### config.mk
export PLATFORM = sky130hd
export DESIGN_NAME = rr_arbiter_4_flat
export DESIGN_NICKNAME = d
export VERILOG_FILES = /design/src/rtl/rr_arbiter_4_pkg.sv /design/src/rtl/rr_arbiter_4_if.sv /design/src/rtl/decoder_2to4_onehot.sv /design/src/rtl/rr_pick4.sv /design/src/rtl/rr_arbiter_4.sv /design/src/flat_wrapper.sv
export SDC_FILE = /design/constraint.sdc
export NUM_CORES = 1
export LEC_CHECK = 0
export BUFFER_PORTS_ARGS = -buffer_cell sky130_fd_sc_hd__buf_2
export CAP_MARGIN = 5
export CORE_MARGIN = 4
export CORE_UTILIZATION = 55
export CTS_BUF_LIST = sky130_fd_sc_hd__clkbuf_2
export DETAILED_ROUTE_END_ITERATION = 8
export PLACE_DENSITY_LB_ADDON = 0.05
export REMOVE_ABC_BUFFERS = 1
export SLEW_MARGIN = 40
export SYNTH_ARGS = -nofsm -noshare
export SYNTH_HDL_FRONTEND = slang
export SYNTH_SLANG_ARGS = --single-unit
### constraint.sdc
create_clock -name clk -period 4.83 [get_ports clk]
set_input_delay 1.449 -clock clk [delete_from_list [all_inputs] [get_ports clk]]
set_output_delay 1.449 -clock clk [all_outputs]
set_load 0.02 [all_outputs]
### src/rtl/rr_arbiter_4_pkg.sv
// Shared constants and state encoding for the 4-way round-robin arbiter.
package rr_arbiter_4_pkg;

  localparam int NUM_REQ = 4;
  localparam int IDX_W   = 2;

  typedef enum logic {
    ST_IDLE  = 1'b0,
    ST_GRANT = 1'b1
  } arb_state_e;

endpackage

### src/rtl/rr_arbiter_4_if.sv
// Request/grant bundle between the masters and the arbiter.
interface rr_arbiter_4_if;
  import rr_arbiter_4_pkg::*;

  logic [NUM_REQ-1:0] req;
  logic [NUM_REQ-1:0] gnt;
  logic [IDX_W-1:0]   gnt_id;
  logic               gnt_valid;
  logic               preempt;

  // master side drives requests and watches grants
  modport master (output req, input gnt, gnt_id, gnt_valid, preempt);
  // arbiter side
  modport slave  (input req, output gnt, gnt_id, gnt_valid, preempt);
endinterface

### src/rtl/decoder_2to4_onehot.sv
// 2-to-4 one-hot decoder with enable; all-zero output when disabled.
module decoder_2to4_onehot (
  input  logic [1:0] a,
  input  logic       en,
  output logic [3:0] y
);

  // one bit per code, gated by en
  always_comb begin
    y = '0;
    for (int i = 0; i < 4; i++) begin
      y[i] = en && (a == 2'(i));
    end
  end

endmodule

### src/rtl/rr_pick4.sv
// Rotating priority pick: first unmasked request at or after start, wrapping mod 4.
module rr_pick4 (
  input  logic [3:0] req,
  input  logic [1:0] start,
  input  logic [3:0] mask,
  output logic       found,
  output logic [1:0] idx
);

  logic [3:0] eff;
  logic [1:0] cand;

  assign eff = req & ~mask;

  // walk the four positions from start; the first hit wins
  always_comb begin
    found = 1'b0;
    idx   = start;
    cand  = start;
    for (int i = 0; i < 4; i++) begin
      cand = start + 2'(i);
      if (!found && eff[cand]) begin
        found = 1'b1;
        idx   = cand;
      end
    end
  end

endmodule

### src/rtl/rr_arbiter_4.sv
// Four-requester round-robin arbiter with grant locking and hold timeout.
// The owner keeps the grant while its req stays high; after MAX_HOLD cycles
// with someone else waiting it is forced off and preempt pulses once.
module rr_arbiter_4
  import rr_arbiter_4_pkg::*;
#(
  parameter int MAX_HOLD = 16,
  parameter int CNT_W    = 5
) (
  input logic           clk,
  input logic           rst,
  rr_arbiter_4_if.slave bus
);

  // last count value before a timeout; pinned at 0 when the timeout is off
  localparam logic [CNT_W-1:0] HOLD_LIM = (MAX_HOLD == 0) ? '0 : CNT_W'(MAX_HOLD - 1);

  arb_state_e           state_q, state_d;
  logic [IDX_W-1:0]     owner_q, owner_d;
  logic [IDX_W-1:0]     last_q, last_d;
  logic [CNT_W-1:0]     hold_cnt_q, hold_cnt_d;
  logic [NUM_REQ-1:0]   gnt_q, gnt_d;
  logic                 preempt_q, preempt_d;

  logic [IDX_W-1:0]     pick_start;
  logic [NUM_REQ-1:0]   pick_mask;
  logic                 pick_found;
  logic [IDX_W-1:0]     pick_idx;
  logic                 grant_next;
  logic                 at_lim;

  // while granted, search after the owner and never re-pick it;
  // when idle, search after the last released owner
  always_comb begin
    if (state_q == ST_GRANT) begin
      pick_start = owner_q + 2'd1;
      pick_mask  = 4'b0001 << owner_q;
    end else begin
      pick_start = last_q + 2'd1;
      pick_mask  = '0;
    end
  end

  rr_pick4 u_pick (
    .req   (bus.req),
    .start (pick_start),
    .mask  (pick_mask),
    .found (pick_found),
    .idx   (pick_idx)
  );

  assign at_lim = (MAX_HOLD != 0) && (hold_cnt_q == HOLD_LIM);

  // next-state: acquire from idle, release (wins over timeout), timeout, or hold
  always_comb begin
    state_d    = state_q;
    owner_d    = owner_q;
    last_d     = last_q;
    hold_cnt_d = hold_cnt_q;
    preempt_d  = 1'b0;
    case (state_q)
      ST_IDLE: begin
        if (pick_found) begin
          state_d    = ST_GRANT;
          owner_d    = pick_idx;
          hold_cnt_d = '0;
        end
      end
      ST_GRANT: begin
        if (!bus.req[owner_q]) begin
          last_d     = owner_q;
          hold_cnt_d = '0;
          if (pick_found) owner_d = pick_idx;
          else            state_d = ST_IDLE;
        end else if (at_lim && pick_found) begin
          last_d     = owner_q;
          owner_d    = pick_idx;
          hold_cnt_d = '0;
          preempt_d  = 1'b1;
        end else if (hold_cnt_q != HOLD_LIM) begin
          hold_cnt_d = hold_cnt_q + 1'b1;
        end
      end
      default: state_d = ST_IDLE;
    endcase
  end

  assign grant_next = (state_d == ST_GRANT);

  decoder_2to4_onehot u_dec (
    .a  (owner_d),
    .en (grant_next),
    .y  (gnt_d)
  );

  // state and registered grant outputs
  always_ff @(posedge clk) begin
    if (rst) begin
      state_q    <= ST_IDLE;
      owner_q    <= '0;
      last_q     <= 2'd3;
      hold_cnt_q <= '0;
      gnt_q      <= '0;
      preempt_q  <= 1'b0;
    end else begin
      state_q    <= state_d;
      owner_q    <= owner_d;
      last_q     <= last_d;
      hold_cnt_q <= hold_cnt_d;
      gnt_q      <= gnt_d;
      preempt_q  <= preempt_d;
    end
  end

  assign bus.gnt       = gnt_q;
  assign bus.gnt_id    = owner_q;
  assign bus.gnt_valid = |gnt_q;
  assign bus.preempt   = preempt_q;

endmodule

### src/flat_wrapper.sv
// flat-port wrapper written by rule: the top's interface ports become plain ports
module rr_arbiter_4_flat import rr_arbiter_4_pkg::*;
#(
  parameter int MAX_HOLD = 16,
  parameter int CNT_W    = 5
)
  (clk, rst, bus_req, bus_gnt, bus_gnt_id, bus_gnt_valid, bus_preempt);
  rr_arbiter_4_if bus_i ();
  input logic clk;
  input logic rst;
  input wire logic [$bits(bus_i.req)-1:0] bus_req;
  output wire logic [$bits(bus_i.gnt)-1:0] bus_gnt;
  output wire logic [$bits(bus_i.gnt_id)-1:0] bus_gnt_id;
  output wire logic [$bits(bus_i.gnt_valid)-1:0] bus_gnt_valid;
  output wire logic [$bits(bus_i.preempt)-1:0] bus_preempt;
  assign bus_i.req = bus_req;
  assign bus_gnt = bus_i.gnt;
  assign bus_gnt_id = bus_i.gnt_id;
  assign bus_gnt_valid = bus_i.gnt_valid;
  assign bus_preempt = bus_i.preempt;
  rr_arbiter_4 #(.MAX_HOLD(MAX_HOLD), .CNT_W(CNT_W)) u_core (.clk(clk), .rst(rst), .bus(bus_i));
endmodule
==> metrics.csv <==
metric,value,unit
status,completed,
Critical Path Max Stage Delay,0.42,ns
Critical Path AT,3.16,ns
average size of a mapped cell,8.80,um2
Multi-input gate area,528,um2
final core area utilization,68.7,%
Setup TNS,0,ns
Nets,118,
hold_buf cts,0,
clock skew,0.00242,ns
filler instances,128,
number of synthesized flops with an enable pin,0,
Switching Share,39.8,%
critical path buffer and inverter count,1,
initial antenna violation count,0,
post-CTS resize count,0,
final setup violating endpoints,0,
VDD IR max,0.210,mV
Global Route Usage Sum,19.3,%
"Period Utilization, post-route",60.6,%
initial core utilization,61.8,%
global placement routability congestion,0.792,
HP Class,register to register,
first-pass GRT wire length,3000,um
Least-Margin Pin Slew,0.512,ns
crit start category,input port,
clock-pin slew on the worst setup and hold paths,0.14,ns
most frequent cells in the layout,"dfxtp_1 (15), buf_2 (13), nor2_1 (11)",
final WL,1830,um
core footprint,1370,um2
Synth cell types,42,
FF+latch area,300,um2
dpl hpwl,1370,um
Logic pwr share,40.2,%
"Top FF cell, synth",dfxtp_1,
Synth Register Bits,15,
Cells after DPL,121,
later-pin clock latency in the skew report,0.29,ns
"CP delay by family, top",simple AND/OR/NAND/NOR gates,
Clk pwr share,16.6,%
RSZ-0062 raised after global routing,false,
clk sink count,15,
asr flop ratio synth,0,%
# IOs,14,
Hold Fails Final Rpt,0,
Mapped Area,845,um2
drt wl/cell,14.6,um
Synthesis Warnings,0,
Finished Layout Cells,125,
"commonest non-fill, non-tap cell in the layout",dfxtp_1,
drt first pass iters,4,
Residual DRC,0,
share of cells above drive strength 1,21.8,%
"Slew Viols, Final",0,
Achievable Freq,342,MHz
P per Cell Area,390,nW/um2
Tmin final,2.92,ns
worst hold slack,0.480,ns
Buffers on Ports,13,
via density per instance,6.41,
CTS H-tree lvls,1,
clock root buffer,clkbuf_2,
crit-path max FO,7,
vias in the first global route,671,
CP required,5.07,ns
CTS Buffer Depth,2,
DRT iter0 DRCs,41,
"Slowest-stage cell, CP",or3_4,
Final ANT Viol Nets,0,
Die X-Extent,47.2,um
"Area growth, synth to finish",11.1,%
sw power,146,uW
CTS Buf Count,3,
maxcap violations,0,
n_diodes,0,
Rows,13,
Die ar.,2230,um2
crit path cell chain,buf_2 > mux2i_1 > o22ai_1 > or3_4 > nand2_1 > mux2i_1 > nor2b_1,
Most common cell on crit path,mux2i_1,
Mapped Cells,96,
via count,801,
CTS tree,yes,
sequential power share,43.2,%
crit path kind,input port to register,
largest net degree at the start of global routing,17,
CP Capture Type,register,
Max-slew headroom,65.8,%
leakage,0.000382,uW
"Seq/Total Area, Yosys",35.6,%
Die H,47.2,um
total power,366,uW
internal power,220,uW
Congestion Overflow GR,0,
# Post-CTS Setup Buffers,0,
-- path summary, 6_finish.rpt --
path / startpoint / to / slack, ns / cells after the start
setup / recovery: bus_req[1] / u_core.bus.gnt[2] / 1.91 / 7
hold / removal: u_core.hold_cnt_q[4] / u_core.hold_cnt_q[4] / 0.48 / 1
setup reg to reg: u_core.state_q / u_core.bus.gnt[2] / 2.12 / 6
hold reg to reg: u_core.hold_cnt_q[4] / u_core.hold_cnt_q[4] / 0.48 / 1
-- stage by stage --
stage	cell area [um2]	setup WS (ns)
4_1_cts	938	1.92
3_5_place_dp	916	1.62
5_1_grt	938	1.75
2_1_floorplan	832	2.05
6_report	938	1.91
3_3_place_gp	916	1.64
-- state kept, by name, indices dropped and copies added, names as in the netlist --
signal and cells:
u_core.last_q 2, u_core.bus.gnt_id 2, u_core.hold_cnt_q 5, u_core.bus.gnt 4, u_core.state_q 1, u_core.bus.preempt 1
-- routing by layer --
metal  track usage, %  vias up  wire length, um
li1                 -      393                -
met4             4.97        0                0
met1             27.6      384              855
met5                0        -                0
met2             27.4       24              844
met3             6.90        0              129
-- area by class of cell --
type / instances / share of cell area [%]
Tap cell: 15 / 2.00
Clock buffer: 3 / 1.60
Multi-Input combinational cell: 77 / 56.3
Clock inverter: 1 / 0.800
Inverter: 1 / 0.400
Sequential cell: 15 / 32.0
Timing Repair Buffer: 13 / 6.93
-- kinds of logic after synthesis --
| family | after synthesis | share of synthesized area [%] |
|---|---|---|
| AOI/OAI and AO/OA | 27 | 22.7 |
| xor gates and xnor gates | 1 | 1.04 |
| adders and majority gates | 1 | 1.48 |
| buffers and inverters | 4 | 1.93 |
| DFF | 15 | 35.6 |
| muxes | 8 | 12.0 |
| and+or+nand+nor | 40 | 25.3 |
-- synth_stat cells (all sizes together), types with 2 or more instances --
cell type | instances | area, um2
a32oi | 2 | 17.5
nor2 | 12 | 47.6
a31oi | 3 | 18.8
o22ai | 2 | 12.5
a21oi | 4 | 20.0
nand2 | 9 | 33.8
o21ai | 5 | 25.0
mux2i | 6 | 63.8
nand2b | 3 | 18.8
clkbuf | 2 | 7.51
dfxtp | 15 | 300
nor2b | 4 | 25.0
nand3 | 2 | 10.0
or3 | 2 | 17.5
a221o | 2 | 20.0
-- power by group through the flow --
stage	Clock, uW	Combinational (uW)	Sequential [uW]
floorplan	0	96.0	171
global placement	0	145	160
detailed placement	0	147	161
CTS	63.1	147	158
global route	68.1	162	161
finish	60.7	147	158
No activity file was read; power rests on OpenSTA's default activity.
